**src/rtl/decrypt_stream_pipe_if.sv**
```systemverilog
// Valid/ready stream bundle for decrypt_stream_pipe: input word side, result side and the transfer counter.
interface decrypt_stream_pipe_if #(
  parameter int KEY_W  = 11,
  parameter int DATA_W = 60,
  parameter int PAD_W  = 6,
  parameter int CNT_W  = 16
);
  localparam int IN_W = KEY_W + DATA_W + 1 + PAD_W;

  logic              in_valid;
  logic              in_ready;
  logic [IN_W-1:0]   in_data;
  logic              in_mode;
  logic              out_valid;
  logic              out_ready;
  logic [DATA_W:0]   out_data;
  logic              out_err;
  logic [CNT_W-1:0]  pkt_cnt;

  modport slave (
    input  in_valid, in_data, in_mode, out_ready,
    output in_ready, out_valid, out_data, out_err, pkt_cnt
  );

  modport master (
    output in_valid, in_data, in_mode, out_ready,
    input  in_ready, out_valid, out_data, out_err, pkt_cnt
  );
endinterface

```
**src/rtl/decrypt_stream_pipe.sv**
```systemverilog
// Two-stage mask add/subtract stream pipe: S1 captures payload + expanded key mask, S2 computes
// the result into the output register. Full-throughput valid/ready with no comb in->out path.
module decrypt_stream_pipe #(
  parameter int              KEY_W   = 11,
  parameter int              DATA_W  = 60,
  parameter int              PAD_W   = 6,
  parameter int              NSEG    = 6,
  parameter logic [NSEG-1:0] INV_PAT = 6'b010110,
  parameter int              CNT_W   = 16
) (
  input  logic                  Clk,
  input  logic                  Rst_n,
  decrypt_stream_pipe_if.slave  bus
);
  localparam int IN_W   = KEY_W + DATA_W + 1 + PAD_W;
  localparam int MASK_W = NSEG * KEY_W;

  // field split and key expansion
  logic [KEY_W-1:0]  key;
  logic [DATA_W:0]   y;
  logic [MASK_W-1:0] mask_full;
  logic              unused_bits;

  assign key = bus.in_data[IN_W-1 -: KEY_W];
  assign y   = bus.in_data[PAD_W +: DATA_W+1];

  for (genvar i = 0; i < NSEG; i++) begin : g_seg
    assign mask_full[i*KEY_W +: KEY_W] = INV_PAT[i] ? ~key : key;
  end

  assign unused_bits = ^{mask_full[MASK_W-1:DATA_W], bus.in_data[PAD_W-1:0]};

  // vld_pipe_q[1] = S1 holding register, vld_pipe_q[2] = output register
  logic [2:1]        vld_pipe_q, vld_pipe_d;
  logic [DATA_W:0]   s1_y_q, s1_y_d;
  logic [DATA_W-1:0] s1_b_q, s1_b_d;
  logic              s1_mode_q, s1_mode_d;
  logic [DATA_W:0]   out_data_q, out_data_d;
  logic              out_err_q, out_err_d;
  logic [CNT_W-1:0]  cnt_q, cnt_d;

  logic s2_adv, in_rdy, accept;
  assign s2_adv = ~vld_pipe_q[2] | bus.out_ready;
  assign in_rdy = ~vld_pipe_q[1] | s2_adv;
  assign accept = bus.in_valid & in_rdy;

  // one extra bit on top catches carry (encrypt) and borrow (decrypt)
  logic [DATA_W+1:0] sum_w, diff_w;
  logic [DATA_W:0]   res_data;
  logic              res_err;

  assign sum_w    = {1'b0, s1_y_q} + {2'b00, s1_b_q};
  assign diff_w   = {1'b0, s1_y_q} - {2'b00, s1_b_q};
  assign res_data = s1_mode_q ? sum_w[DATA_W:0] : diff_w[DATA_W:0];
  assign res_err  = s1_mode_q ? sum_w[DATA_W+1] : (diff_w[DATA_W+1] | diff_w[DATA_W]);

  always_comb begin
    vld_pipe_d = vld_pipe_q;
    s1_y_d     = s1_y_q;
    s1_b_d     = s1_b_q;
    s1_mode_d  = s1_mode_q;
    out_data_d = out_data_q;
    out_err_d  = out_err_q;
    cnt_d      = cnt_q;

    if (in_rdy) begin
      vld_pipe_d[1] = bus.in_valid;
      if (accept) begin
        s1_y_d    = y;
        s1_b_d    = mask_full[DATA_W-1:0];
        s1_mode_d = bus.in_mode;
      end
    end

    // output register only reloads when it can advance, so a stalled result stays put
    if (s2_adv) begin
      vld_pipe_d[2] = vld_pipe_q[1];
      if (vld_pipe_q[1]) begin
        out_data_d = res_data;
        out_err_d  = res_err;
      end
    end

    if (vld_pipe_q[2] & bus.out_ready)
      cnt_d = cnt_q + {{(CNT_W-1){1'b0}}, 1'b1};
  end

  always_ff @(posedge Clk or negedge Rst_n) begin
    if (!Rst_n) begin
      vld_pipe_q <= '0;
      s1_y_q     <= '0;
      s1_b_q     <= '0;
      s1_mode_q  <= 1'b0;
      out_data_q <= '0;
      out_err_q  <= 1'b0;
      cnt_q      <= '0;
    end else begin
      vld_pipe_q <= vld_pipe_d;
      s1_y_q     <= s1_y_d;
      s1_b_q     <= s1_b_d;
      s1_mode_q  <= s1_mode_d;
      out_data_q <= out_data_d;
      out_err_q  <= out_err_d;
      cnt_q      <= cnt_d;
    end
  end

  assign bus.in_ready  = in_rdy;
  assign bus.out_valid = vld_pipe_q[2];
  assign bus.out_data  = out_data_q;
  assign bus.out_err   = out_err_q;
  assign bus.pkt_cnt   = cnt_q;
endmodule
```
**src/flat_wrapper.sv**
```systemverilog
// flat-port wrapper written by rule: the top's interface ports become plain ports
module decrypt_stream_pipe_flat 
#(
  parameter int              KEY_W   = 11,
  parameter int              DATA_W  = 60,
  parameter int              PAD_W   = 6,
  parameter int              NSEG    = 6,
  parameter logic [NSEG-1:0] INV_PAT = 6'b010110,
  parameter int              CNT_W   = 16
)
  (Clk, Rst_n, bus_in_valid, bus_in_data, bus_in_mode, bus_out_ready, bus_in_ready, bus_out_valid, bus_out_data, bus_out_err, bus_pkt_cnt);
  decrypt_stream_pipe_if #(.KEY_W(KEY_W), .DATA_W(DATA_W), .PAD_W(PAD_W), .CNT_W(CNT_W)) bus_i ();
  input  logic Clk;
  input  logic Rst_n;
  input wire logic [$bits(bus_i.in_valid)-1:0] bus_in_valid;
  input wire logic [$bits(bus_i.in_data)-1:0] bus_in_data;
  input wire logic [$bits(bus_i.in_mode)-1:0] bus_in_mode;
  input wire logic [$bits(bus_i.out_ready)-1:0] bus_out_ready;
  output wire logic [$bits(bus_i.in_ready)-1:0] bus_in_ready;
  output wire logic [$bits(bus_i.out_valid)-1:0] bus_out_valid;
  output wire logic [$bits(bus_i.out_data)-1:0] bus_out_data;
  output wire logic [$bits(bus_i.out_err)-1:0] bus_out_err;
  output wire logic [$bits(bus_i.pkt_cnt)-1:0] bus_pkt_cnt;
  assign bus_i.in_valid = bus_in_valid;
  assign bus_i.in_data = bus_in_data;
  assign bus_i.in_mode = bus_in_mode;
  assign bus_i.out_ready = bus_out_ready;
  assign bus_in_ready = bus_i.in_ready;
  assign bus_out_valid = bus_i.out_valid;
  assign bus_out_data = bus_i.out_data;
  assign bus_out_err = bus_i.out_err;
  assign bus_pkt_cnt = bus_i.pkt_cnt;
  decrypt_stream_pipe #(.KEY_W(KEY_W), .DATA_W(DATA_W), .PAD_W(PAD_W), .NSEG(NSEG), .INV_PAT(INV_PAT), .CNT_W(CNT_W)) u_core (.Clk(Clk), .Rst_n(Rst_n), .bus(bus_i));
endmodule
```
**config.mk**
```make
export PLATFORM = sky130hd
export DESIGN_NAME = decrypt_stream_pipe_flat
export DESIGN_NICKNAME = d
export VERILOG_FILES = /design/src/rtl/decrypt_stream_pipe_if.sv /design/src/rtl/decrypt_stream_pipe.sv /design/src/flat_wrapper.sv
export SDC_FILE = /design/constraint.sdc
export NUM_CORES = 1
export LEC_CHECK = 0
export BUFFER_PORTS_ARGS = -buffer_cell sky130_fd_sc_hd__buf_2
export CAP_MARGIN = 40
export CORE_MARGIN = 10
export CORE_UTILIZATION = 42
export DETAILED_ROUTE_END_ITERATION = 16
export GPL_ROUTABILITY_DRIVEN = 0
export PLACE_DENSITY_LB_ADDON = 0.1
export SYNTH_ARGS = -nofsm -noshare
export SYNTH_HDL_FRONTEND = slang
export SYNTH_SLANG_ARGS = --single-unit
export TNS_END_PERCENT = 30
```
**constraint.sdc**
```tcl
create_clock -name Clk -period 8.3 [get_ports Clk]
set_input_delay 2.49 -clock Clk [delete_from_list [all_inputs] [get_ports Clk]]
set_output_delay 2.49 -clock Clk [all_outputs]
set_load 0.005 [all_outputs]
```
==> metrics.md <==
| Metric | Value |
|---|---|
| I/O pin total | 163 |
| Number of enable-type register cells in the synthesized netlist | 0 |
| Clock transition at the registers of the reported paths | about 0.060 ns |
| Kind of start point of the critical path | input pin |
| Async SR Flop Fraction | 100% |
| Syn avg cell area | 8.43 um^2 |
| CTS Buf Count | 17 |
| Wire length after detailed routing | 45.7 mm |
| Highest Clock Rate | about 180 MHz |
| Vias in the first global route | ~12000 |
| Root buffer selected by CTS | clkbuf_16 |
| Longest Clk Path Bufs | 2 |
| Post-detailed-route via-to-cell ratio | just under 6 |
| Overall Global Routing Usage | 23.3% |
| Endpoint of the worst register-to-register path | u_core.bus.out_data[59] |
| Launching point of the worst reg2reg path | u_core.s1_b_q[47] |
| Clock tree skew after final layout | approximately 0.012 ns |
| Tightest Hold Check Type | reg2reg |
| Global-route wire length before repair | between 70 and 80 mm |
| Relative max-transition margin | 33.6% |
| Quantity of gates resized following cts | 0 |
| Core Region | 30600 um^2 |
| Most frequent cell on the critical path | buf_2 |
| Synth cell types | 74 |
| Max-cap violations | 0 |
| Combinational share of power | just over 50% |
| Post-synthesis register bit count | 164 |
| Synth Cell Area | 13000 um^2 |
| Max incr delay on CP | 0.22 ns |
| Result of the run | completed |
| Clock tree from TritonCTS | yes |
| Net Count, Synth | approximately 1800 |
| Worst supply voltage drop on vdd | 0.177 mV |
| Buffers inserted during post-CTS setup optimization | 0 |
| Biggest fanout along the worst timing path | 3 |
| Final setup vio count | 0 |
| Number of antenna violations at the first check in global routing | 0 |
| Detailed Routing Iterations Pass 1 | 7 |
| Core Rows | 64 |
| Yosys warning total | 0 |
| Port Buffers | 156 |
| Leak Pwr | 6.60 nW |
| Die Height | 196 um |
| Effective utilization at floorplan | 42.6% |
| Worst Setup Slack, final | 2.81 ns |
| Reg2Reg Setup Slack | 3.12 ns |
| Quantity of hold-fixing buffers added after cts | 0 |
| Gate count after technology mapping | 1545 |
| Critical path depth | 3 |
| Worst setup slack before clock tree synthesis | between 2 and 3 ns |
| WL per Instance | 22.3 um |
| Crit-path leading delay family | buffers and inverters |
| Setup repair after global routing missed its margin | false |
| Type of destination of the critical path | output pin |
| Synth top area cells | dfrtp_1 (32%), ha_1 (12%), mux2_2 (6.4%) |
| Sequential-to-total area share from yosys stat | roughly a third |
| Net switching power | ~1.8 mW |
| Worst Path Required | slightly below 6 ns |
| Number of DRC violations after detailed-routing iteration 0 | roughly 1300 |
| Nets | 1848 |
| Skew-Pair Late Insertion Delay | 0.46 ns |
| CP Launch Point | bus_out_ready |
| Final hold violation count | 0 |
| Sw Share | 44.6% |
| Slew at the pin closest to its max-slew limit | 0.971 ns |
| Number of nets still failing antenna checks after routing | 0 |
| Sink Count | about 160 |
| R2R depth | 14 |
| Setup total negative slack | 0 ns |
| Final Cycle Share | 66.1% |
| Congestion Overflow GR | 0 |
| Width of the die | 196 um |
| Kind of critical path | in2out |
| Tmin final | 5.49 ns |
| Commonest register cell after synthesis | dfrtp_1 |
| Number of buffers and inverters on the critical path | 2 |
| Share of final-layout standard cells stronger than drive strength 1 | 17.6% |
| H-tree Lvls | 4 |
| Clk pwr share | 19.1% |
| Last element of the critical path | bus_in_ready |
| Power per Cell Area | around 280 nW/um^2 |
| Area share of the largest cell type after synthesis | a little under a third |
| Design internal power | 2.27 mW |
| Pin count of the biggest net entering global routing | 86 |
| Number of antenna cells inserted | 0 |
| Slowest CP cell | nand3b_1 |
| Share of power burned in registers | between 20 and 30% |
| Worst Path Arrival | 3.00 ns |
| CP cell instances | buf_2 -> nand3b_1 -> buf_2 |
| Final Power | 4.09 mW |
| HPWL after DPL | 35.5 mm |
| Slew Limit Fails | 0 |
| Detailed-route DRC error count | 0 |
| Total die area | 38400 um^2 |
| Cell type with the highest aggregate area in the netlist | dfrtp_1 |
| Synth-to-Final Area Change | 12.6% |
| Routed via count | 12223 |
==> power groups by stage <==
stage / Sequential (mW) / Combinational, mW / Clock [mW]
after floorplan: 1.18 / 1.37 / 0
after detailed placement: 1.23 / 2.05 / 0
after CTS: 1.22 / 2.07 / 0.803
after global routing: 1.25 / 2.31 / 0.834
after global placement: 1.23 / 2.04 / 0
final: 1.22 / 2.09 / 0.782
==> stage by stage <==
step | utilization [%] | hold WS, ns | cell area [um^2] | instances
floorplan | - | 0.468 | 13000 | 1545
global placement | 45.9 | 0.460 | 14000 | 2017
detailed placement | 46.0 | 0.463 | 14100 | 2019
CTS | 47.9 | 0.473 | 14700 | 2051
global route | 47.9 | 0.498 | 14700 | 2051
finish | 47.9 | 0.464 | 14700 | 2051
==> flip-flops by register name (all words and copies together) (netlist names) <==
register / count
u_core.bus.pkt_cnt: 16
u_core.s1_y_q: 61
u_core.bus.out_data: 61
u_core.vld_pipe_q: 2
u_core.bus.out_err: 1
u_core.s1_b_q: 22
u_core.s1_mode_q: 1
==> synth_stat cells (all sizes together), types with 10 or more instances <==
master	n
dfrtp	164
xor2	15
o21bai	30
o31ai	24
inv	87
xnor2	62
nand2	139
mux2	74
o211ai	12
nor2	127
a2111oi	10
a21o	28
a31oi	18
a211oi	13
nand2b	14
nor2b	11
buf	15
nor3	29
nor4	14
o21ai	134
nand3	21
a21oi	162
nand4	22
ha	121
clkbuf	71
==> cells by family after synthesis <==
| kind of cell | synth area share, % |
|---|---|
| xor gates and xnor gates | 5.18 |
| and+or+nand+nor | 14.8 |
| buffers and inverters | 5.11 |
| DFF | 31.5 |
| adders and majority gates | 11.9 |
| AOI/OAI and AO/OA | 24.6 |
| muxes | 6.86 |
==> layer usage <==
layer  global-route usage [%]  part of all wire (%)  vias up
li1                         -                     -     5758
met1                     33.0                    46     5844
met2                     33.1                    41      543
met3                     5.15                   8.5       78
met4                     9.84                   3.7        0
met5                        0                     0        -
==> area by class of cell <==
cell class              instances  area [um^2]
inverters                      88          330
clock inverters                10         98.8
fillers                      3069        15900
clock buffers                  22          474
multi-input cells            1207         8270
flip-flops and latches        164         4110
repair buffers                164          887
well taps                     396          495
==> worst min path at each step <==
stage	cells after the start	to	slack [ns]	startpoint
after floorplan	1	u_core.bus.pkt_cnt[15]	0.47	u_core.bus.pkt_cnt[15]
after global placement	2	u_core.bus.out_data[37]	0.46	u_core.bus.out_data[37]
after detailed placement	1	u_core.bus.pkt_cnt[15]	0.46	u_core.bus.pkt_cnt[15]
after CTS	1	u_core.bus.pkt_cnt[15]	0.47	u_core.bus.pkt_cnt[15]
after global routing	2	u_core.bus.out_data[38]	0.50	u_core.bus.out_data[38]
final	1	u_core.bus.pkt_cnt[15]	0.46	u_core.bus.pkt_cnt[15]
==> placed cells by master (no fill, tap or decap), drive strengths merged, types with 15 or more instances in the layout <==
cell type and instances:
dfrtp 164, buf 164, a21oi 162, nand2 139
o21ai 134, nor2 127, ha 121, inv 88
mux2 74, xnor2 62, o21bai 30, nor3 29
a21o 28, o31ai 24, nand4 22, clkbuf 22
nand3 21, a31oi 18, xor2 15
Power figures use the tool's default switching activity.
